--- src/rtl/dmem_arbiter_if.sv ---
// Bundle of requester ports and memory-side signals for dmem_arbiter.
// slave = arbiter side, master = requesters plus data memory.
interface dmem_arbiter_if;
    logic        req0;
    logic        req1;
    logic        we0;
    logic        we1;
    logic [31:0] addr0;
    logic [31:0] addr1;
    logic [31:0] wdata0;
    logic [31:0] wdata1;
    logic        gnt0;
    logic        gnt1;
    logic        done0;
    logic        done1;
    logic        err;
    logic [31:0] rdata;
    logic [31:0] mem_addr;
    logic [31:0] mem_wdata;
    logic        mem_write;
    logic        mem_read;
    logic [31:0] mem_rdata;

    modport slave (
        input  req0, req1, we0, we1, addr0, addr1, wdata0, wdata1, mem_rdata,
        output gnt0, gnt1, done0, done1, err, rdata,
               mem_addr, mem_wdata, mem_write, mem_read
    );

    modport master (
        output req0, req1, we0, we1, addr0, addr1, wdata0, wdata1, mem_rdata,
        input  gnt0, gnt1, done0, done1, err, rdata,
               mem_addr, mem_wdata, mem_write, mem_read
    );
endinterface

--- src/rtl/dmem_arbiter.sv ---
// Two-port data-memory arbiter: IDLE -> ACCESS -> RESP, one transaction in flight.
// Define DMEM_ARB_RR_EN for round-robin arbitration; default is fixed priority to port 0.
module dmem_arbiter (
    input  logic          clk,
    input  logic          rst_n,
    dmem_arbiter_if.slave bus
);

    localparam logic [1:0] ST_IDLE   = 2'd0;
    localparam logic [1:0] ST_ACCESS = 2'd1;
    localparam logic [1:0] ST_RESP   = 2'd2;

    logic [1:0]  state_q, state_d;
    logic        port_q, port_d;
    logic        we_q, we_d;
    logic [31:0] addr_q, addr_d;
    logic [31:0] wdata_q, wdata_d;
    logic [31:0] rdata_q, rdata_d;
    logic        err_q, err_d;
    logic        winner;
    logic        in_range;

`ifdef DMEM_ARB_RR_EN
    // last_q = port served most recently; resets to 1 so port 0 wins first.
    logic last_q, last_d;

    always_comb begin
        if (bus.req0 && bus.req1) winner = ~last_q;
        else                      winner = ~bus.req0;
    end
`else
    always_comb begin
        winner = ~bus.req0;
    end
`endif

    assign in_range = (addr_q[31:8] == 24'd0);

    // NOTE: every _d gets its default (hold) first so no path leaves it unassigned and infers a latch.
    always_comb begin
        state_d = state_q;
        port_d  = port_q;
        we_d    = we_q;
        addr_d  = addr_q;
        wdata_d = wdata_q;
        rdata_d = rdata_q;
        err_d   = err_q;
`ifdef DMEM_ARB_RR_EN
        last_d  = last_q;
`endif
        case (state_q)
            ST_IDLE: begin
                if (bus.req0 || bus.req1) begin
                    state_d = ST_ACCESS;
                    port_d  = winner;
                    we_d    = winner ? bus.we1    : bus.we0;
                    addr_d  = winner ? bus.addr1  : bus.addr0;
                    wdata_d = winner ? bus.wdata1 : bus.wdata0;
`ifdef DMEM_ARB_RR_EN
                    last_d  = winner;
`endif
                end
            end
            ST_ACCESS: begin
                state_d = ST_RESP;
                err_d   = ~in_range;
                rdata_d = (!we_q && in_range) ? bus.mem_rdata : 32'd0;
            end
            ST_RESP: state_d = ST_IDLE;
            default: state_d = ST_IDLE;
        endcase
    end

    // NOTE: sequential state uses non-blocking assignments so every flop samples pre-edge values.
    always_ff @(posedge clk) begin
        if (!rst_n) begin
            state_q <= ST_IDLE;
            port_q  <= 1'b0;
            err_q   <= 1'b0;
`ifdef DMEM_ARB_RR_EN
            last_q  <= 1'b1;
`endif
        end else begin
            state_q <= state_d;
            port_q  <= port_d;
            err_q   <= err_d;
`ifdef DMEM_ARB_RR_EN
            last_q  <= last_d;
`endif
        end
    end

    // NOTE: datapath registers are left unreset; every output they feed is gated by state.
    always_ff @(posedge clk) begin
        we_q    <= we_d;
        addr_q  <= addr_d;
        wdata_q <= wdata_d;
        rdata_q <= rdata_d;
    end

    assign bus.gnt0      = (state_q == ST_ACCESS) && !port_q;
    assign bus.gnt1      = (state_q == ST_ACCESS) &&  port_q;
    assign bus.mem_addr  = (state_q == ST_ACCESS) ? addr_q  : 32'd0;
    assign bus.mem_wdata = (state_q == ST_ACCESS) ? wdata_q : 32'd0;
    assign bus.mem_write = (state_q == ST_ACCESS) &&  we_q && in_range;
    assign bus.mem_read  = (state_q == ST_ACCESS) && !we_q && in_range;
    assign bus.done0     = (state_q == ST_RESP) && !port_q;
    assign bus.done1     = (state_q == ST_RESP) &&  port_q;
    assign bus.err       = (state_q == ST_RESP) && err_q;
    assign bus.rdata     = (state_q == ST_RESP) ? rdata_q : 32'd0;

endmodule

--- src/flat_wrapper.sv ---
// flat-port wrapper written by rule: the top's interface ports become plain ports
module dmem_arbiter_flat 
  (clk, rst_n, bus_req0, bus_req1, bus_we0, bus_we1, bus_addr0, bus_addr1, bus_wdata0, bus_wdata1, bus_mem_rdata, bus_gnt0, bus_gnt1, bus_done0, bus_done1, bus_err, bus_rdata, bus_mem_addr, bus_mem_wdata, bus_mem_write, bus_mem_read);
  dmem_arbiter_if bus_i ();
  input  logic clk;
  input  logic rst_n;
  input wire logic [$bits(bus_i.req0)-1:0] bus_req0;
  input wire logic [$bits(bus_i.req1)-1:0] bus_req1;
  input wire logic [$bits(bus_i.we0)-1:0] bus_we0;
  input wire logic [$bits(bus_i.we1)-1:0] bus_we1;
  input wire logic [$bits(bus_i.addr0)-1:0] bus_addr0;
  input wire logic [$bits(bus_i.addr1)-1:0] bus_addr1;
  input wire logic [$bits(bus_i.wdata0)-1:0] bus_wdata0;
  input wire logic [$bits(bus_i.wdata1)-1:0] bus_wdata1;
  input wire logic [$bits(bus_i.mem_rdata)-1:0] bus_mem_rdata;
  output wire logic [$bits(bus_i.gnt0)-1:0] bus_gnt0;
  output wire logic [$bits(bus_i.gnt1)-1:0] bus_gnt1;
  output wire logic [$bits(bus_i.done0)-1:0] bus_done0;
  output wire logic [$bits(bus_i.done1)-1:0] bus_done1;
  output wire logic [$bits(bus_i.err)-1:0] bus_err;
  output wire logic [$bits(bus_i.rdata)-1:0] bus_rdata;
  output wire logic [$bits(bus_i.mem_addr)-1:0] bus_mem_addr;
  output wire logic [$bits(bus_i.mem_wdata)-1:0] bus_mem_wdata;
  output wire logic [$bits(bus_i.mem_write)-1:0] bus_mem_write;
  output wire logic [$bits(bus_i.mem_read)-1:0] bus_mem_read;
  assign bus_i.req0 = bus_req0;
  assign bus_i.req1 = bus_req1;
  assign bus_i.we0 = bus_we0;
  assign bus_i.we1 = bus_we1;
  assign bus_i.addr0 = bus_addr0;
  assign bus_i.addr1 = bus_addr1;
  assign bus_i.wdata0 = bus_wdata0;
  assign bus_i.wdata1 = bus_wdata1;
  assign bus_i.mem_rdata = bus_mem_rdata;
  assign bus_gnt0 = bus_i.gnt0;
  assign bus_gnt1 = bus_i.gnt1;
  assign bus_done0 = bus_i.done0;
  assign bus_done1 = bus_i.done1;
  assign bus_err = bus_i.err;
  assign bus_rdata = bus_i.rdata;
  assign bus_mem_addr = bus_i.mem_addr;
  assign bus_mem_wdata = bus_i.mem_wdata;
  assign bus_mem_write = bus_i.mem_write;
  assign bus_mem_read = bus_i.mem_read;
  dmem_arbiter u_core (.clk(clk), .rst_n(rst_n), .bus(bus_i));
endmodule
--- config.mk ---
export PLATFORM = sky130hd
export DESIGN_NAME = dmem_arbiter_flat
export DESIGN_NICKNAME = d
export VERILOG_FILES = /design/src/rtl/dmem_arbiter_if.sv /design/src/rtl/dmem_arbiter.sv /design/src/flat_wrapper.sv
export SDC_FILE = /design/constraint.sdc
export NUM_CORES = 1
export LEC_CHECK = 0
export BUFFER_PORTS_ARGS = -buffer_cell sky130_fd_sc_hd__buf_2
export CAP_MARGIN = 20
export CORE_UTILIZATION = 35
export DETAILED_ROUTE_END_ITERATION = 10
export PLACE_DENSITY_LB_ADDON = 0.1
export SYNTH_ARGS = -nofsm -noshare
export SYNTH_HDL_FRONTEND = slang
export SYNTH_SLANG_ARGS = --single-unit
--- constraint.sdc ---
create_clock -name clk -period 8 [get_ports clk]
set_input_delay 0.4 -clock clk [delete_from_list [all_inputs] [get_ports clk]]
set_output_delay 0.4 -clock clk [all_outputs]
set_load 0.01 [all_outputs]
==> metrics, run 1 <==
status=finished clean; gp weighted congestion=around 0.72; Row Count=43; Die Height=roughly 120 um; ANT cells=0; area grow syn2layout=35.70%; post-DP HPWL=around 9100 um; hold-fix buffers at CTS=0; RSZ-0062 raised after global routing=no; CTS clk-pin slew, worst paths=about 0.06 ns; worst hold slack=approximately 0.33 ns; vias=between 3000 and 4000; clock power share=between 30 and 40%; internal power=between 0.0009 and 0.001 W; Sw Share=22.26%; largest net degree at the start of global routing=82; worst setup margin=between 5 and 6 ns; most frequent cells in the layout=268 x buf_2, 99 x and2_1, 97 x edfxtp_1; WP depth=4; fillers=between 1000 and 1500; clk_skew=between 0.005 and 0.006 ns; Clk Tree Root Cell=clkbuf_16; relative slew slack=43.29%; Yosys top cell area share=between 50 and 60%; Yosys warnings=0; hold crit path type=in2reg; number of global-route vias before repair=3656; TritonCTS clock tree=yes; final total power=roughly 0.0013 W; mean post-synth cell area=about 14 sq um; initial drt markers=189; worst ir drop on vdd=between 0.08 and 0.09 mV; wire length per cell=15.25 um; slowest CP cell=nand2_2; Setup TNS=0 ns; worst-path cell chain=nor4_1 > nand2_2 > nor4_2 > buf_2; H-tree depth=3; Sequential Power Share=about half; Final Hold Vio Count=0; worst-path maximum fanout=34; post-synth net total=about 530; global route total overflow=0; die area=~15000 sq um; DRT Pass-1 Iters=4; R2R cell count=5; crit share post-route=between 30% and 40%; Worst Path Arrival=around 2.4 ns; Pwr Density=188.7 nW/um^2; sequential fraction of the synthesis area=between 50% and 60%; Static Leak=just over 3 nW; Synth area leaders=edfxtp_1 58%, mux2_2 15%, and2_1 12%; commonest non-fill, non-tap cell in the layout=buf_2; Initial Util=between 30% and 40%; Crit path buffers/inverters=1; CTS buffer count=9; Hold Path Stages=2; max_cap viols=0; CTS Buffer Depth=2; overall routing resource usage=16.85%; combinational share of power=14.9%; achievable clock frequency=~0.36 GHz; endpoint class of the critical path=output pin; Setup Crit Path Kind=reg2out; post-synthesis cell count=approximately 370; antenna violations before repair=0; postcts setup bufs=0; WP data required=approximately 7.6 ns; largest area contributor in the synthesized netlist=edfxtp_1; Die Span X=121.6 um; slowest cell delay on critical path=about 0.54 ns; layout cells sized above 1=59.04%; Clock Latency Late Sink=around 0.33 ns; post_cts resized=0; Clock Sinks=about 100; Worst path top cell family by delay=simple AND/OR/NAND/NOR gates; Via density=between 4 and 5; Switching Power=about 0.00029 W; first-pass GRT wire length=18710 um; # port buffers=between 200 and 300; Setup Viol. Count Final=0; Final Max Tran Viols=0; Final ANT Viol Nets=0; crit path launch type=register; minimum clock period=roughly 2.8 ns; Routed WL=between 10000 and 15000 um; synthesized cell area=approximately 5000 sq um; NumNets Final=slightly below 800; core area=approximately 14000 sq um; Slew @ Worst Pin=0.8506 ns; I/O pins=269; Unique masters post-synth=25; DRC errors left=0; flops & latches, synth=101; pre-CTS setup slack=5.578 ns
==> final timing paths <==
path	from	to	slack, ns
worst max-delay path	u_core.addr_q[26]	bus_mem_read	5.24
worst max register to register	u_core.state_q[0]	u_core.err_q	5.89
worst min-delay path	rst_n	u_core.err_q	0.33
worst min register to register	u_core.state_q[1]	u_core.state_q[0]	0.52
==> cells in the mapped netlist <==
| library cell | n |
|---|---|
| and2_1 | 99 |
| edfxtp_1 | 97 |
| mux2_2 | 65 |
| nor4_1 | 22 |
| inv_1 | 17 |
| clkbuf_1 | 14 |
| nor4b_2 | 13 |
| buf_2 | 6 |
| dfxtp_1 | 4 |
| nor2_1 | 4 |
| nor4b_1 | 4 |
| buf_1 | 3 |
| buf_4 | 2 |
| buf_6 | 2 |
| nor2b_1 | 2 |
| nor3_1 | 2 |
| a211oi_1 | 1 |
| a21oi_1 | 1 |
| nand2_1 | 1 |
| nand2_2 | 1 |
| nand2b_1 | 1 |
| nand3_1 | 1 |
| nand4_1 | 1 |
| nor4_2 | 1 |
| o221a_2 | 1 |
==> worst reg2reg max path, cell delays in order (launching register included) <==
cell      delay (ns)
dfxtp_1         0.42
nand2b_1        0.19
inv_2           0.25
buf_4           0.65
nand3_1         0.23
o221a_2         0.27
==> power by group through the flow <==
stage	Clock [W]	Combinational [W]	Sequential, W
2_1_floorplan	0	0.000103	0.000663
3_3_place_gp	0	0.000193	0.000662
3_5_place_dp	0	0.000194	0.000664
4_1_cts	0.000456	0.000195	0.000652
5_1_grt	0.000471	0.000211	0.000657
6_report	0.000440	0.000191	0.000652
==> final cells by class <==
class / instances / area (sq um) / area share [%]
timing repair buffer: 274 / 1394 / 20.51
clock buffer: 10 / 229.0 / 3.369
inverter: 17 / 63.81 / 0.9389
clock inverter: 3 / 63.81 / 0.9389
multi-input combinational: 220 / 1828 / 26.90
tap: 180 / 225.2 / 3.314
sequential: 101 / 2993 / 44.04
==> cell families (layout without fill, tap and decap cells) <==
family                 count (synthesis)  in the layout  synth area share [%]
flip-flops                           101            101                 59.76
buffers and inverters                 44            304                 3.897
multiplexers                          65             65                 14.61
AO/OA/AOI/OAI                          3              3                0.4746
AND/OR/NAND/NOR                      152            152                 21.26
==> through the flow <==
step | cell area [sq um] | cells | util (%)
global route | 6797 | 805 | 48.77
CTS | 6782 | 804 | 48.67
detailed placement | 6489 | 791 | 46.57
global placement | 6489 | 791 | 46.57
floorplan | 5009 | 365 | -
finish | 6797 | 805 | 48.77
==> layer usage <==
| metal | share of wire [%] | GRT usage, % |
|---|---|---|
| met2 | 51 | 29.12 |
| met3 | 8.3 | 4.775 |
| met1 | 39 | 19.91 |
| met5 | 0 | 0 |
| met4 | 1.1 | 6.019 |
==> sequential cells by signal, indices dropped and copies added (netlist names) <==
signal and cells:
u_core.port_q 1, u_core.err_q 1, u_core.rdata_q 32, u_core.wdata_q 32, u_core.state_q 2, u_core.addr_q 32
u_core.we_q 1
Power figures use the tool's default switching activity.
==> run 2, diff against run 1 <==
clock period = 2.9 ns   (was 8 ns; I/O delays follow)
==> run 2 against run 1 <==
Effect of this change:
- clock-buffer cell count grew 2
- final cell count grew 0.87%
- largest cell class unchanged
- global-route usage decreased by 0.32 points
- via count grew 1.5%
- critical path depth is the same
- sequential cell count is the same
- wire length increased by 1.3%
- hold slack got worse by 0.26 ns
- setup slack worse by 4.7 ns
- non-clock buffer count grew 2
- first-iteration DRC count shrank 12%
==> metrics, run 2 (synthesis gave the netlist of run 1 again) <==
Static Leak=3.055 nW (+0.94%); Setup Viol. Count Final=0 (unchanged); Die Span X=121.6 um (unchanged); Clock Sinks=101 (unchanged); worst-path maximum fanout=26 (-24%); Post-DP Area=6530 sq um (+0.64%); vias=3751 (+1.5%); reg-to-reg setup timing slack=0.87 ns (-5.02 ns); commonest non-fill, non-tap cell in the layout=buf_2; Initial Util=35.94% (unchanged); NumNets Final=791 (+0.25%); status=finished clean; post_cts resized=0 (unchanged); Slew @ Worst Pin=0.8680 ns (+0.01737 ns); crit share post-route=79.96%; H-tree depth=3 (unchanged); layout cells sized above 1=59.68% (+0.64 points); antenna violations before repair=1 (+1); Final Hold Vio Count=0 (unchanged); largest net degree at the start of global routing=67 (-18%); top flop regs=u_core.addr_q: 32 flops, u_core.rdata_q: 32 flops, u_core.wdata_q: 32 flops; max_cap viols=0 (unchanged); crit path launch type=register; CTS buffer count=9 (unchanged); final total power=0.003560 W (+180%); hold crit path type=in2reg; hold-fix buffers at CTS=0 (unchanged); DRT Pass-1 Iters=4 (unchanged); Final ANT Viol Nets=0 (unchanged); core area=13930 sq um (unchanged); Design Area, Final=6847 sq um (+0.74%); GR Layer Usage met2=28.55% (-0.57 points); minimum clock period=2.319 ns; # port buffers=268 (unchanged); Worst Path Arrival=2.17 ns (-0.19 ns); postcts setup bufs=0 (unchanged); Clk Tree Root Cell=clkbuf_16; Via density=4.619 (+0.64%); wire length per cell=15.32 um (+0.46%); achievable clock frequency=0.4312 GHz; post-DP HPWL=9284 um (+2.0%); CTS Buffer Depth=2 (unchanged); overall routing resource usage=16.53% (-0.32 points); GRT met3 Usage=5.103% (+0.33 points); Pwr Density=520.0 nW/um^2 (+180%); die area=14790 sq um (unchanged); global route total overflow=0 (unchanged); Routed WL=12440 um (+1.3%); Final Max Tran Viols=0 (unchanged); final core occ=49.13% (+0.36 points); met1 usage=18.58% (-1.3 points); WP data required=2.76 ns (-4.84 ns); number of global-route vias before repair=3627 (-0.79%); most frequent cells in the layout=268 x buf_2, 99 x and2_1, 97 x edfxtp_1; first-pass GRT wire length=18420 um (-1.6%); endpoint class of the critical path=output pin; worst ir drop on vdd=0.2311 mV (+160%); relative slew slack=42.13% (-1.2 points); initial drt markers=167 (-12%); Setup Crit Path Kind=reg2out; Clock Latency Late Sink=0.34 ns (about the same); I/O pins=269 (unchanged); area grow syn2layout=36.70%; gp weighted congestion=0.7615 (+5.2%); Die Height=121.6 um (unchanged); CTS clk-pin slew, worst paths=0.06 ns (about the same); RSZ-0062 raised after global routing=no; clk_skew=0.009010 ns (+0.003458 ns); worst hold slack=0.06524 ns (-0.2615 ns); DRC errors left=0 (unchanged); Setup TNS=0 ns (unchanged); Most Used Layer, Global Route=met2; TritonCTS clock tree=yes; Row Count=43 (unchanged)
[run 2: cell count changes in the layout (fill, tap and decap cells not counted)]
| cell | previous run | this run |
|---|---|---|
| clkbuf_1 | 1 | 0 |
| nor3_4 | 0 | 1 |
| bufinv_16 | 2 | 1 |
| diode_2 | 0 | 2 |
| nor3_2 | 1 | 0 |
| clkinv_1 | 1 | 0 |
| buf_4 | 5 | 7 |
| clkbuf_8 | 0 | 3 |
| buf_12 | 0 | 1 |
| clkinv_2 | 0 | 3 |
| buf_8 | 1 | 0 |
[run 2: critical path, cell delays in order, from the launching register on]
cell and delay, ns:
edfxtp_1 0.38, nor4_1 0.44, nand2_2 0.44, nor4_2 0.38
buf_2 0.18
[run 2: worst paths after layout]
kind                          start                 end  cells after the start
setup / recovery  u_core.addr_q[25]        bus_mem_read                      4
hold / removal                rst_n        u_core.err_q                      2
setup reg to reg  u_core.addr_q[25]  u_core.rdata_q[19]                      4
hold reg to reg        u_core.err_q        u_core.err_q                      1
[run 2: metal layers]
metal / wire (um) / up-vias
li1: - / 1838
met1: 4861 / 1736
met5: 0 / -
met3: 1085 / 17
met4: 277 / 0
met2: 6216 / 160
[run 2: stage by stage]
step / setup slack (ns) / instances
finish: 0.5811 / 812
global route: 0.3576 / 811
CTS: 0.5192 / 810
detailed placement: 0.8507 / 794
global placement: 0.9065 / 794
floorplan: 0.2748 / 365
[run 2: area by class of cell]
class                      count  area (sq um)
sequential                   101          2993
timing repair buffer         276          1414
tap                          180         225.2
antenna                        2         5.005
inverter                      17         63.81
fill                        1291          7088
clock inverter                 4         45.04
multi-input combinational    220          1834
clock buffer                  12         266.5
[run 2: report_power, final]
part | internal, W | total [W] | switching, W
Combinational | 0.000256 | 0.000517 | 0.000262
Clock | 0.000735 | 0.00123 | 0.000497
Sequential | 0.00176 | 0.00181 | 0.0000501
==> run 3, diff against run 2 <==
clock period = 2.3 ns   (was 2.9 ns; I/O delays follow)
==> run 3 against run 2 <==
Effect of this change:
- global-route usage grew 0.43 points
- combinational power grew 31%
- clock-buffer cell count grew 3
- final cell count shrank 0.25%
- power grew 24%
- via count grew 0.21%
- clock skew shrank 0.0015 ns
- hold slack lost 0.045 ns
- register-to-register slack lost 0.31 ns
- sequential cell count is the same
- critical path depth grew 1
- first-iteration DRC count grew 22%
- critical endpoint unchanged
==> metrics, run 3 (synthesis gave the netlist of run 1 again) <==
area grow syn2layout=36.67% (about the same); most frequent cells in the layout=268 x buf_2, 99 x and2_1, 97 x edfxtp_1; Die Height=121.6 um (unchanged); clk_skew=0.007547 ns (-0.001463 ns); layout cells sized above 1=59.37% (-0.32 points); H-tree depth=3 (unchanged); worst setup margin=0.2035 ns (-0.3776 ns); relative slew slack=69.90% (+28 points); Slew @ Worst Pin=0.4515 ns (-0.4165 ns); Setup TNS=0 ns (unchanged); core area=13930 sq um (unchanged); post-DP HPWL=8861 um (-4.6%); Routed WL=12240 um (-1.6%); worst-path maximum fanout=34 (+31%); post_cts resized=0 (unchanged); WP data required=2.18 ns (-0.58 ns); max_cap viols=0 (unchanged); crit share post-route=between 90% and 100%; endpoint class of the critical path=output pin; largest net degree at the start of global routing=101 (+51%); achievable clock frequency=around 0.48 GHz; Die Span X=121.6 um (unchanged); slowest cell delay on critical path=0.43 ns (about the same); minimum clock period=approximately 2.1 ns; CTS buffer count=9 (unchanged); vias=3759 (+0.21%); hold crit path type=in2reg; Setup Viol. Count Final=0 (unchanged); RSZ-0062 raised after global routing=no; initial drt markers=203 (+22%); status=finished clean; worst hold slack=0.01997 ns (-0.04526 ns); postcts setup bufs=0 (unchanged); Final ANT Viol Nets=0 (unchanged); Pwr Density=642.5 nW/um^2 (+24%); CTS clk-pin slew, worst paths=0.06 ns (about the same); first-pass GRT wire length=18620 um (+1.1%); crit path launch type=register; wire length per cell=15.11 um (-1.4%); Clk Tree Root Cell=clkbuf_16; Final Hold Vio Count=0 (unchanged); slowest CP cell=nor4_1; antenna violations before repair=0 (-1); CTS Buffer Depth=2 (unchanged); Setup Crit Path Kind=reg2out; Clock Latency Late Sink=0.35 ns (about the same); Worst Path Arrival=1.98 ns (-0.19 ns); wl on met1=4852 um (-0.19%); overall routing resource usage=16.96% (+0.43 points); pre-CTS setup slack=0.4998 ns (-0.3508 ns); commonest non-fill, non-tap cell in the layout=buf_2; met3 WL post-DR=1018 um (-6.2%); I/O pins=269 (unchanged); post-placement cell count=794 (unchanged); # port buffers=268 (unchanged); routed wl met2=6077 um (-2.2%); worst-path cell chain=nor4_1 > nand2_2 > buf_4 > nor4_2 > buf_2; top flop regs=u_core.addr_q: 32 flops, u_core.rdata_q: 32 flops, u_core.wdata_q: 32 flops; Row Count=43 (unchanged); Initial Util=35.94% (unchanged); Static Leak=3.047 nW (-0.27%); Post-Layout Cell Count=810 (-0.25%); number of global-route vias before repair=3724 (+2.7%); worst ir drop on vdd=0.3081 mV (+33%); DRT Pass-1 Iters=4 (unchanged); Final Max Tran Viols=0 (unchanged); TritonCTS clock tree=yes; die area=14790 sq um (unchanged); hold-fix buffers at CTS=0 (unchanged); max layer used=met4; global route total overflow=0 (unchanged); DRC errors left=0 (unchanged); Clock Sinks=101 (unchanged); gp weighted congestion=0.7461 (-2.0%); NumNets Final=791 (unchanged); ANT cells=0 (-2); Via density=4.641 (+0.46%)
==> run 3: cell types whose count changed in the layout (fill, tap and decap cells not counted), sizes merged <==
| cell | before | now |
|---|---|---|
| bufinv | 1 | 0 |
| clkinv | 3 | 1 |
| diode | 2 | 0 |
| clkbuf | 12 | 15 |
==> run 3: cell type report <==
type / instances / area [sq um]
clock inverter: 1 / 5.005
multi-input combinational: 220 / 1842
timing repair buffer: 276 / 1439
sequential: 101 / 2993
clock buffer: 15 / 277.8
tap: 180 / 225.2
fill: 1273 / 7089
inverter: 17 / 63.81
==> run 3: layer usage <==
metal	vias to the layer above	global-route usage [%]
met3	15	5.524
met5	-	0
met1	1747	19.02
met2	156	28.91
li1	1841	-
met4	0	8.333
==> run 3: through the flow <==
stage / utilization (%) / cell area [sq um] / total power (W)
finish: 49.12 / 6845 / 0.004398
global route: 49.12 / 6845 / 0.004602
detailed placement: 47.10 / 6563 / 0.002999
global placement: 47.10 / 6563 / 0.002987
floorplan: - / 5052 / 0.002661
CTS: 49.12 / 6845 / 0.004475
==> run 3: final timing paths <==
path / startpoint / end / slack, ns / depth (start not counted)
max: u_core.addr_q[26] / bus_mem_read / 0.20 / 5
min: rst_n / u_core.err_q / 0.02 / 2
max reg2reg: u_core.addr_q[26] / u_core.rdata_q[28] / 0.56 / 4
min reg2reg: u_core.err_q / u_core.err_q / 0.54 / 1
==> run 3: power breakdown <==
part | internal, W | switching, W
Clock | 0.000823 | 0.000630
Sequential | 0.00222 | 0.0000497
Combinational | 0.000331 | 0.000346
Total | 0.00337 | 0.00103
==> run 3: worst max-delay path: cells and delay by family, from the launching register on <==
kind | cells | cell delay [ns]
simple gates | 3 | 0.80
buf+inv | 2 | 0.44
flops | 1 | 0.38
